[config.mk]
export PLATFORM = sky130hd
export DESIGN_NAME = itcm_port_arb
export DESIGN_NICKNAME = d
export VERILOG_FILES = /design/src/rtl/itcm_port_arb.sv
export SDC_FILE = /design/constraint.sdc
export NUM_CORES = 1
export LEC_CHECK = 0
export ABC_CLOCK_PERIOD_IN_PS = 2400
export CAP_MARGIN = 25
export CORE_AREA = 2 2 140 142
export DETAILED_ROUTE_END_ITERATION = 8
export DIE_AREA = 0 0 142 144
export GPL_TIMING_DRIVEN = 0
export PLACE_DENSITY = 0.53
export RECOVER_POWER = 100
export SLEW_MARGIN = 5
export SYNTH_ARGS = -nofsm -noshare
export SYNTH_HDL_FRONTEND = slang
export SYNTH_SLANG_ARGS = --single-unit
[constraint.sdc]
create_clock -name clk -period 2.4 [get_ports clk]
set_input_delay 0.36 -clock clk [delete_from_list [all_inputs] [get_ports clk]]
set_output_delay 0.36 -clock clk [all_outputs]
set_load 0.05 [all_outputs]
[src/rtl/itcm_port_arb.sv]
`default_nettype none
// ============================================================================
//  Module      : itcm_port_arb
//  Description : Arbiter and sequencer for the single-ported 64-bit ITCM
//                SRAM shared by instruction fetch (IF) and load/store (LS).
//                LS has priority, bounded by a starvation counter so that a
//                waiting fetch is granted after at most STARVE_MAX LS grants.
//                Read data returns one cycle after the grant with a valid
//                strobe routed to the owner of the access.
//  Ports       : clk, cpurst_n          - clock, async active-low reset
//                if_req/if_adr          - fetch request, 64-bit word address
//                if_gnt/if_rvalid/if_rdata  - fetch grant and read response
//                ls_req/ls_adr/ls_we/ls_ben/ls_wdata - LS request
//                ls_gnt/ls_rvalid/ls_rdata  - LS grant and read response
//                sram_*                 - SRAM macro control, address, data
//  Revision    : 1.0 - initial release
// ============================================================================
module itcm_port_arb #(
    parameter int AW         = 16,
    parameter int STARVE_MAX = 4
) (
    input  logic          clk,
    input  logic          cpurst_n,
    input  logic          if_req,
    input  logic [28:0]   if_adr,
    output logic          if_gnt,
    output logic          if_rvalid,
    output logic [63:0]   if_rdata,
    input  logic          ls_req,
    input  logic [31:0]   ls_adr,
    input  logic          ls_we,
    input  logic [3:0]    ls_ben,
    input  logic [31:0]   ls_wdata,
    output logic          ls_gnt,
    output logic          ls_rvalid,
    output logic [31:0]   ls_rdata,
    output logic          sram_csn0,
    output logic          sram_csn1,
    output logic          sram_wen,
    output logic [AW-1:0] sram_addr,
    output logic [7:0]    sram_ben,
    output logic [63:0]   sram_din,
    input  logic [63:0]   sram_dout
);

    localparam logic [3:0] c_starve_max = STARVE_MAX[3:0];

    logic       r_en;
    logic [3:0] r_starve_cnt;
    logic       r_rsp_if;
    logic       r_rsp_ls;
    logic       r_rsp_hi;

    logic       w_ls_win;
    logic       w_if_win;
    logic       w_unused;

    // LS wins unless IF is waiting and LS has already used its quota.
    assign w_ls_win = r_en && ls_req && (!if_req || (r_starve_cnt < c_starve_max));
    assign w_if_win = r_en && if_req && !w_ls_win;

    assign if_gnt = w_if_win;
    assign ls_gnt = w_ls_win;

    // Byte-offset bits and address bits above the macro are not used.
    assign w_unused = &{1'b0, ls_adr[1:0], ls_adr[31:AW+3], if_adr[28:AW]};

    // SRAM drive. if_adr is already a 64-bit word address (byte bits [31:3]).
    always_comb begin
        sram_csn0 = 1'b1;
        sram_csn1 = 1'b1;
        sram_wen  = 1'b1;
        sram_addr = '0;
        sram_ben  = 8'h00;
        sram_din  = 64'h0;
        if (w_if_win) begin
            sram_csn0 = 1'b0;
            sram_csn1 = 1'b0;
            sram_ben  = 8'hFF;
            sram_addr = if_adr[AW-1:0];
        end else if (w_ls_win) begin
            // Only the 32-bit half addressed by ls_adr[2] is selected.
            sram_addr = ls_adr[AW+2:3];
            sram_csn0 = ls_adr[2];
            sram_csn1 = !ls_adr[2];
            sram_wen  = !ls_we;
            sram_ben  = ls_adr[2] ? {ls_ben, 4'b0000} : {4'b0000, ls_ben};
            sram_din  = {ls_wdata, ls_wdata};
        end
    end

    // Enable flop delays grants by one cycle after reset release.
    always_ff @(posedge clk or negedge cpurst_n) begin
        if (!cpurst_n) begin
            r_en <= 1'b0;
        end else begin
            r_en <= 1'b1;
        end
    end

    // Counts consecutive LS grants taken while IF is waiting.
    always_ff @(posedge clk or negedge cpurst_n) begin
        if (!cpurst_n) begin
            r_starve_cnt <= 4'd0;
        end else if (!if_req || w_if_win) begin
            r_starve_cnt <= 4'd0;
        end else if (w_ls_win && (r_starve_cnt < c_starve_max)) begin
            r_starve_cnt <= r_starve_cnt + 4'd1;
        end
    end

    // Response ownership for the single access in flight. Writes never
    // produce a response.
    always_ff @(posedge clk or negedge cpurst_n) begin
        if (!cpurst_n) begin
            r_rsp_if <= 1'b0;
            r_rsp_ls <= 1'b0;
            r_rsp_hi <= 1'b0;
        end else begin
            r_rsp_if <= w_if_win;
            r_rsp_ls <= w_ls_win && !ls_we;
            if (w_ls_win) begin
                r_rsp_hi <= ls_adr[2];
            end
        end
    end

    assign if_rvalid = r_rsp_if;
    assign ls_rvalid = r_rsp_ls;
    assign if_rdata  = sram_dout;
    assign ls_rdata  = r_rsp_hi ? sram_dout[63:32] : sram_dout[31:0];

endmodule
`default_nettype wire

## Yosys cells after proc, flatten, opt, wreduce, memory -nomap -nowiden

Index checks and enable logic that the tools add are counted.

| word-level totals | value |
|---|---|
| flip-flop bits (word level) | 8 |
| output and inout port bits | 191 |
| input bits | 166 |
| word-level logic and storage cells | 36 |

| operators by class | value |
|---|---|
| add/sub/neg operators | 1 |
| multiplexer cells | 16 |
| magnitude comparators | 1 |
| reductions and logical operators | 13 |

Operators with widths:

| kind | number |
|---|---|
| $mux W64 | 2 |
| $mux W16 | 2 |
| $mux W32 | 1 |
| $mux W8 | 3 |
| $mux W4 | 2 |
| $logic_and A1 B1 Y1 | 6 |
| $mux W1 | 6 |
| $add A4 B1 Y4 const B | 1 |
| $logic_not A1 Y1 | 4 |
| $lt A4 B3 Y1 const B | 1 |
| $logic_or A1 B1 Y1 | 2 |
| $reduce_bool A2 Y1 | 1 |

## Longest topological paths before layout

Gate-level depths: netlist of the first run.

| depth | value |
|---|---|
| word-level depth | 7 |
| mapped depth | 5 |
| gate-level depth less buffers | 3 |

## Worst setup path after synthesis of the first run

OpenSTA, ideal clock, no wires.

| path | value |
|---|---|
| kind | register to output |
| start | register r_starve_cnt[2] |
| end | output sram_addr[10] |
| slack | 0.303 ns |
| required time | 2.040 ns |
| data arrival time | 1.737 ns |
| stages on the path, launching flop included | 6 |
| cells stage by stage | dfrtp_1 buf_6 o21a_1 buf_4 buf_2 o22ai_1 |

| between the ends | value |
|---|---|
| cells in the longest elaborated chain, start to end | 6 |
| elaborated cells between the ends (all ways) | 7 |
| classes of those cells | order compare (1); mux (2); reduce/logical (4) |

RTL lines:

| what | RTL line | RTL |
|---|---|---|
| start, declared | 49 | `logic [3:0] r_starve_cnt;` |
| start signal, assigned | 108 | `r_starve_cnt <= r_starve_cnt + 4'd1;` |
| $lt A4 B3 Y1 (*) | 59 | `assign w_ls_win = r_en && ls_req && (!if_req \|\| (r_starve_cnt < c_starve_max));` |
| $logic_or A1 B1 Y1 (*) | 59 |  |
| $logic_and A1 B1 Y1 (*) | 59 |  |
| $logic_not A1 Y1 | 60 | `assign w_if_win = r_en && if_req && !w_ls_win;` |
| $logic_and A1 B1 Y1 | 60 |  |
| $mux W16 (*) | 76 | `if (w_if_win) begin` |
| end, declared | 40 | `output logic [AW-1:0] sram_addr,` |

Every way passes the cells marked *; elsewhere a longest branch is shown, timed or not.

## Final worst setup path of the first run

| path | value |
|---|---|
| start | input ls_req |
| end | output sram_addr[14] |

| between the ends | value |
|---|---|
| cells in the longest elaborated chain, start to end | 5 |
| elaborated cells between the ends (all ways) | 6 |
| classes of those cells | mux (2); reduce/logical (4) |

RTL lines:

| what | RTL line | RTL |
|---|---|---|
| start, declared | 29 | `input logic ls_req,` |
| $logic_and A1 B1 Y1 (*) (2 in series) | 59 |  |
| $logic_not A1 Y1 | 60 |  |
| $logic_and A1 B1 Y1 | 60 |  |
| $mux W16 (*) | 76 |  |

Marks and branches as above.

==> results.json, run 1 <==
{
  "synth_nets": 454,
  "antenna_cells": 0,
  "yosys-top-cells-count": "buf_4, nand3_1, and3_1",
  "die_x_um": 142,
  "power_density_nw_per_um2": 353,
  "first_pass_iters": 4,
  "dp_slack_ns": -0.726,
  "area_growth_pct": 156,
  "yosysTopAreaCell": "buf_4",
  "maxSlewViolCount": 0,
  "placed_area_um2": 5770,
  "grt_pass1_vias": 2898,
  "nFillCells": 2096,
  "holdCritPathClass": "in2async",
  "grt_pass1_wl_mm": 16.9,
  "avgRoutedWirePerCell_um": 14.4,
  "path_max_fanout": 10,
  "cp_cell_sequence": "clkdlybuf4s50_1 -> buf_4 -> clkbuf_2 -> nand3_1 -> o22ai_1 -> clkdlybuf4s15_2",
  "clock_sinks": 8,
  "die_h_um": 144,
  "hold_violations": 0,
  "final_cell_area_um2": 5630,
  "dp.cells": 852,
  "drc": 0,
  "fmax_mhz": 425,
  "routed_wl_mm": 12.4,
  "slew_headroom_pct": 57.9,
  "dp_hpwl_mm": 10.7,
  "drive_gt1_share_pct": 40.5,
  "cts_tree": "yes",
  "syn_area_per_cell_um2": 7.66,
  "synth_cell_types": 29,
  "gp_congestion": 0.722,
  "peakVddDrop_uv": 161,
  "die_area_um2": 20400,
  "cap_violations": 0,
  "total_power_mw": 1.98,
  "final_util_pct": 29.5,
  "synthFlopType": "dfrtp_1",
  "grt_max_degree": 11,
  "clockRootBuffer": "clkbuf_16",
  "finalNonFillerCells": 857,
  "htreeDepth": 1,
  "vias": 3158,
  "holdWs_ns": 0.494,
  "track_usage_pct": 10.5,
  "rows": 51,
  "period_share_pct": 98.0,
  "yosysSeqAreaShare_pct": 9.10,
  "viasPerCell": 3.68,
  "leakagePower_nw": 2.62,
  "cpPeakStageDelay_ns": 0.47,
  "worstSetupPathType": "in2out",
  "crit_family": "buffers and inverters",
  "fin_skew_ns": 0.00140,
  "cts.clk_slew.worst_paths_ns": 0.04,
  "crit_path_end_kind": "output pin",
  "start_util_pct": 11.5,
  "grt_antenna_before_repair": 0,
  "drt_iter0_markers": 53,
  "antenna_left": 0,
  "io_pins": 357,
  "synthTopCellsByArea": "buf_4, mux2_2, and3_1",
  "ys_warn_count": 0,
  "synth_most_common_cell": "buf_4",
  "finalSetupViolCount": 0,
  "synth_area_um2": 2200,
  "cts_buffers": 3,
  "synth_top_area_share_pct": 33.4,
  "core-area_um2": 19100,
  "syn-instance-count": 287,
  "worstMarginPinSlew_ns": 0.635,
  "fin_crit_ns": 2.35,
  "gr-total-overflow": 0,
  "crit_slowest_cell": "clkdlybuf4s50_1",
  "required_ns": 2.04,
  "final_nets": 788,
  "clock_path_buffers": 2,
  "ys_ff_latch": 8,
  "outcome": "finished, final reports clean",
  "clk-insertion-delay-late_ns": 0.23,
  "final.setup.tns_ns": 0,
  "crit_buf_inv": 4,
  "setup_slack_ns": 0.0490,
  "rsz0062_at_grt": "no",
  "synth_edf_count": 0,
  "worstSetupStartpointType": "primary input",
  "io_buffers": 327,
  "worstPathArrival_ns": 1.99,
  "synthArstFlopShare_pct": 100
}
==> worst reg2reg max path: cells and delay by family, from the launching register on <==
family | cells | cell delay [ns]
buffers and inverters | 3 | 0.50
DFF | 1 | 0.37
and+or+nand+nor | 2 | 0.33
==> report_power, final <==
| group | internal, mW | switching (mW) | leakage (nW) |
|---|---|---|---|
| logic | 0.606 | 0.956 | 2.48 |
| clock network | 0.215 | 0.0637 | 0.0370 |
| registers | 0.141 | 0.00240 | 0.106 |
| total | 0.962 | 1.02 | 2.62 |
==> flip-flops by register name, indices dropped and copies added, names as in the netlist <==
| register | count |
|---|---|
| r_starve_cnt | 4 |
| r_rsp_hi | 1 |
| r_en | 1 |
| if_rvalid | 1 |
| ls_rvalid | 1 |
==> repair_timing <==
action	4_1_cts	5_1_grt
setup endpoints to repair	122	62
resized for setup	387	52
hold buffers	0	0
setup buffers	2	0
==> worst paths after layout <==
check                           startpoint              end  slack (ns)  cells after the start
setup / recovery                    ls_req    sram_addr[14]        0.05                      6
hold / removal                    cpurst_n        if_rvalid        0.49                      1
setup reg to reg           r_starve_cnt[2]        if_rvalid        1.07                      5
hold reg to reg            r_starve_cnt[1]  r_starve_cnt[1]        0.51                      1
max in group asynchronous         cpurst_n  r_starve_cnt[2]        1.62                      1
min in group clk           r_starve_cnt[1]  r_starve_cnt[1]        0.51                      1
==> placed cells by master, fill, tap and decap left out <==
master / Yosys / routed
nor3b_4: 1 / 1
o22a_1: 1 / 1
clkbuf_4: 0 / 25
a21bo_2: 1 / 1
clkdlybuf4s18_2: 0 / 1
o22ai_1: 24 / 24
a22o_1: 2 / 2
o211ai_1: 2 / 2
o21ai_2: 1 / 1
dlygate4sd3_1: 0 / 70
nand3_1: 34 / 34
o41ai_1: 1 / 1
ha_1: 1 / 1
o21a_1: 2 / 2
nand3b_1: 1 / 1
nor2_1: 2 / 2
and2_1: 1 / 1
and2_4: 1 / 1
clkbuf_16: 0 / 3
dlygate4sd2_1: 0 / 33
nand4b_1: 4 / 4
buf_12: 0 / 2
buf_6: 3 / 2
clkbuf_2: 0 / 36
buf_2: 13 / 19
nor2b_1: 1 / 1
nor4b_1: 1 / 1
clkdlybuf4s15_2: 0 / 25
nand4_1: 4 / 4
nand2_1: 3 / 3
clkdlybuf4s50_1: 0 / 134
conb_1: 1 / 1
and3_1: 33 / 32
and3_4: 0 / 1
clkbuf_1: 10 / 5
nor3_1: 1 / 1
dfrtp_1: 8 / 8
buf_4: 98 / 101
mux2_2: 32 / 32
==> layer usage <==
metal / global-route usage [%] / routed length [µm] / up-vias
li1: - / - / 1600
met1: 11.9 / 4660 / 1396
met3: 2.62 / 1120 / 0
met5: 0 / 0 / -
met4: 1.42 / 0 / 0
met2: 20.1 / 6580 / 162
==> kinds of logic (layout without fill, tap and decap cells) <==
logic type / after synthesis / after routing / share of synthesized area (%)
compound gates: 34 / 34 / 10.6
fa+ha+maj: 1 / 1 / 0.569
buf+inv: 124 / 456 / 39.6
flops: 8 / 8 / 9.10
mux: 32 / 32 / 16.4
other cells: 1 / 1 / 0.170
simple gates: 87 / 87 / 23.5
==> area by class of cell <==
cell class | instances | area [µm²] | share of cell area, %
clock buffer | 3 | 75.1 | 1.33
timing repair buffer | 329 | 3040 | 54.1
multi-input combinational | 155 | 1130 | 20.1
buffer | 124 | 881 | 15.6
tap | 238 | 298 | 5.29
sequential | 8 | 200 | 3.56
Note: power is estimated with default switching activity, not from simulation.
==> run 2, diff against run 1 <==
- MAX_ROUTING_LAYER: unset -> met4
==> results.json, run 2 (synthesis gave the netlist of run 1 again) <==
{
  "fmax_mhz": 426,
  "grt_antenna_before_repair": 0,
  "rsz0062_at_grt": "no",
  "worstPathArrival_ns": 1.99,
  "power_density_nw_per_um2": 353,
  "cts_buffers": 3,
  "rows": 51,
  "viasPerCell": 3.72,
  "antenna_cells": 0,
  "cts_hold_buf": 0,
  "maxSlewViolCount": 0,
  "htreeDepth": 1,
  "largest_register": "r_starve_cnt",
  "final_cell_mix": "clkdlybuf4s50_1, buf_4, dlygate4sd3_1, clkbuf_2, nand3_1",
  "drive_gt1_share_pct": 40.5,
  "cap_violations": 0,
  "fin_skew_ns": 0.00227,
  "cp_cell_sequence": "clkdlybuf4s50_1 -> buf_4 -> clkbuf_2 -> nand3_1 -> o22ai_1 -> clkdlybuf4s15_2",
  "largest_register_ffs": 4,
  "crit_slowest_cell": "clkdlybuf4s50_1",
  "vias": 3190,
  "grt_pass1_wl_mm": 16.9,
  "critPathLaunch": "ls_req",
  "gr-total-overflow": 0,
  "grt_use_met1_pct": 12.3,
  "cts_tree": "yes",
  "peakVddDrop_uv": 161,
  "gp_congestion": 0.731,
  "first_pass_iters": 4,
  "area_growth_pct": 156,
  "die_x_um": 142,
  "worstSetupPathType": "in2out",
  "grt_max_degree": 11,
  "routed_wl_mm": 12.4,
  "cpPeakStageDelay_ns": 0.47,
  "outcome": "finished, final reports clean",
  "io_pins": 357,
  "die_h_um": 144,
  "finalSetupViolCount": 0,
  "avgRoutedWirePerCell_um": 14.4,
  "path_max_fanout": 10,
  "total_power_mw": 1.99,
  "holdCritPathClass": "in2async",
  "clock_path_buffers": 2,
  "track_usage_pct": 10.8,
  "r2r-start": "r_starve_cnt[2]",
  "global_route.peak_usage_layer": "met2",
  "fin_crit_ns": 2.35,
  "required_ns": 2.04,
  "clk-insertion-delay-late_ns": 0.23,
  "antenna_left": 0,
  "final_util_pct": 29.5,
  "drc": 0,
  "drt_iter0_markers": 72,
  "use_met3_pct": 2.02,
  "dp_hpwl_mm": 10.7,
  "clockRootBuffer": "clkbuf_16",
  "hold_violations": 0,
  "die_area_um2": 20400,
  "io_buffers": 327,
  "worstSetupStartpointType": "primary input",
  "grtUsageMet2_pct": 20.1,
  "worstMarginPinSlew_ns": 0.632,
  "crit_path_end_kind": "output pin",
  "grt_pass1_vias": 2913,
  "cts.clk_slew.worst_paths_ns": 0.04,
  "leakagePower_nw": 2.62,
  "final_common_cell": "clkdlybuf4s50_1",
  "final_nets": 788,
  "period_share_pct": 97.9,
  "core-area_um2": 19100,
  "nFillCells": 2097,
  "start_util_pct": 11.5,
  "clock_sinks": 8,
  "slew_headroom_pct": 58.0
}
[run 2: power breakdown]
| group | switching (mW) | internal, mW |
|---|---|---|
| clock network | 0.0664 | 0.215 |
| logic | 0.956 | 0.606 |
| registers | 0.00244 | 0.141 |
[run 2: per-layer routing]
layer	up-vias	wire length (µm)
met5	-	0
met4	0	0
met3	0	1050
met2	168	6600
met1	1425	4710
li1	1597	-
[run 2: stage by stage]
stage / hold WS [ns] / setup WS [ns] / area, µm² / std cells / setup TNS, ns
final: 0.494 / 0.0509 / 5630 / 857 / 0
after global routing: 0.529 / 0.00115 / 5630 / 857 / 0
after floorplan: 0.0644 / 0.303 / 2200 / 287 / 0
after global placement: 0.493 / -0.743 / 5770 / 852 / -49.44
after CTS: 0.444 / 0.000909 / 5740 / 857 / 0
after detailed placement: 0.504 / -0.726 / 5770 / 852 / -49.32
[run 2: path summary, 6_finish.rpt]
kind / slack, ns / end / cells after the start
max reg2reg: 1.07 / if_rvalid / 5
max in group asynchronous: 1.62 / r_starve_cnt[2] / 1
min in group clk: 0.51 / r_starve_cnt[1] / 1
min: 0.49 / if_rvalid / 1
max: 0.05 / sram_addr[14] / 6
min reg2reg: 0.51 / r_starve_cnt[1] / 1
[run 2: cell type report]
class                           count  area, µm²  share of cell area, %
Tap cell                          238        298                   5.29
Multi-Input combinational cell    155       1130                   20.1
Sequential cell                     8        200                   3.56
Buffer                            124        881                   15.7
Timing Repair Buffer              329       3040                   54.0
Clock buffer                        3       75.1                   1.33
[run 2: repair_timing]
action,4_1_cts,5_1_grt
setup buffers,2,0
resized for setup,387,53
endpoints found under the setup margin,122,62
[run 2: worst max-delay path, delay by kind of cell]
kind            cells  cell delay (ns)
simple gates        1             0.11
compound gates      1             0.21
buf+inv             4             1.30
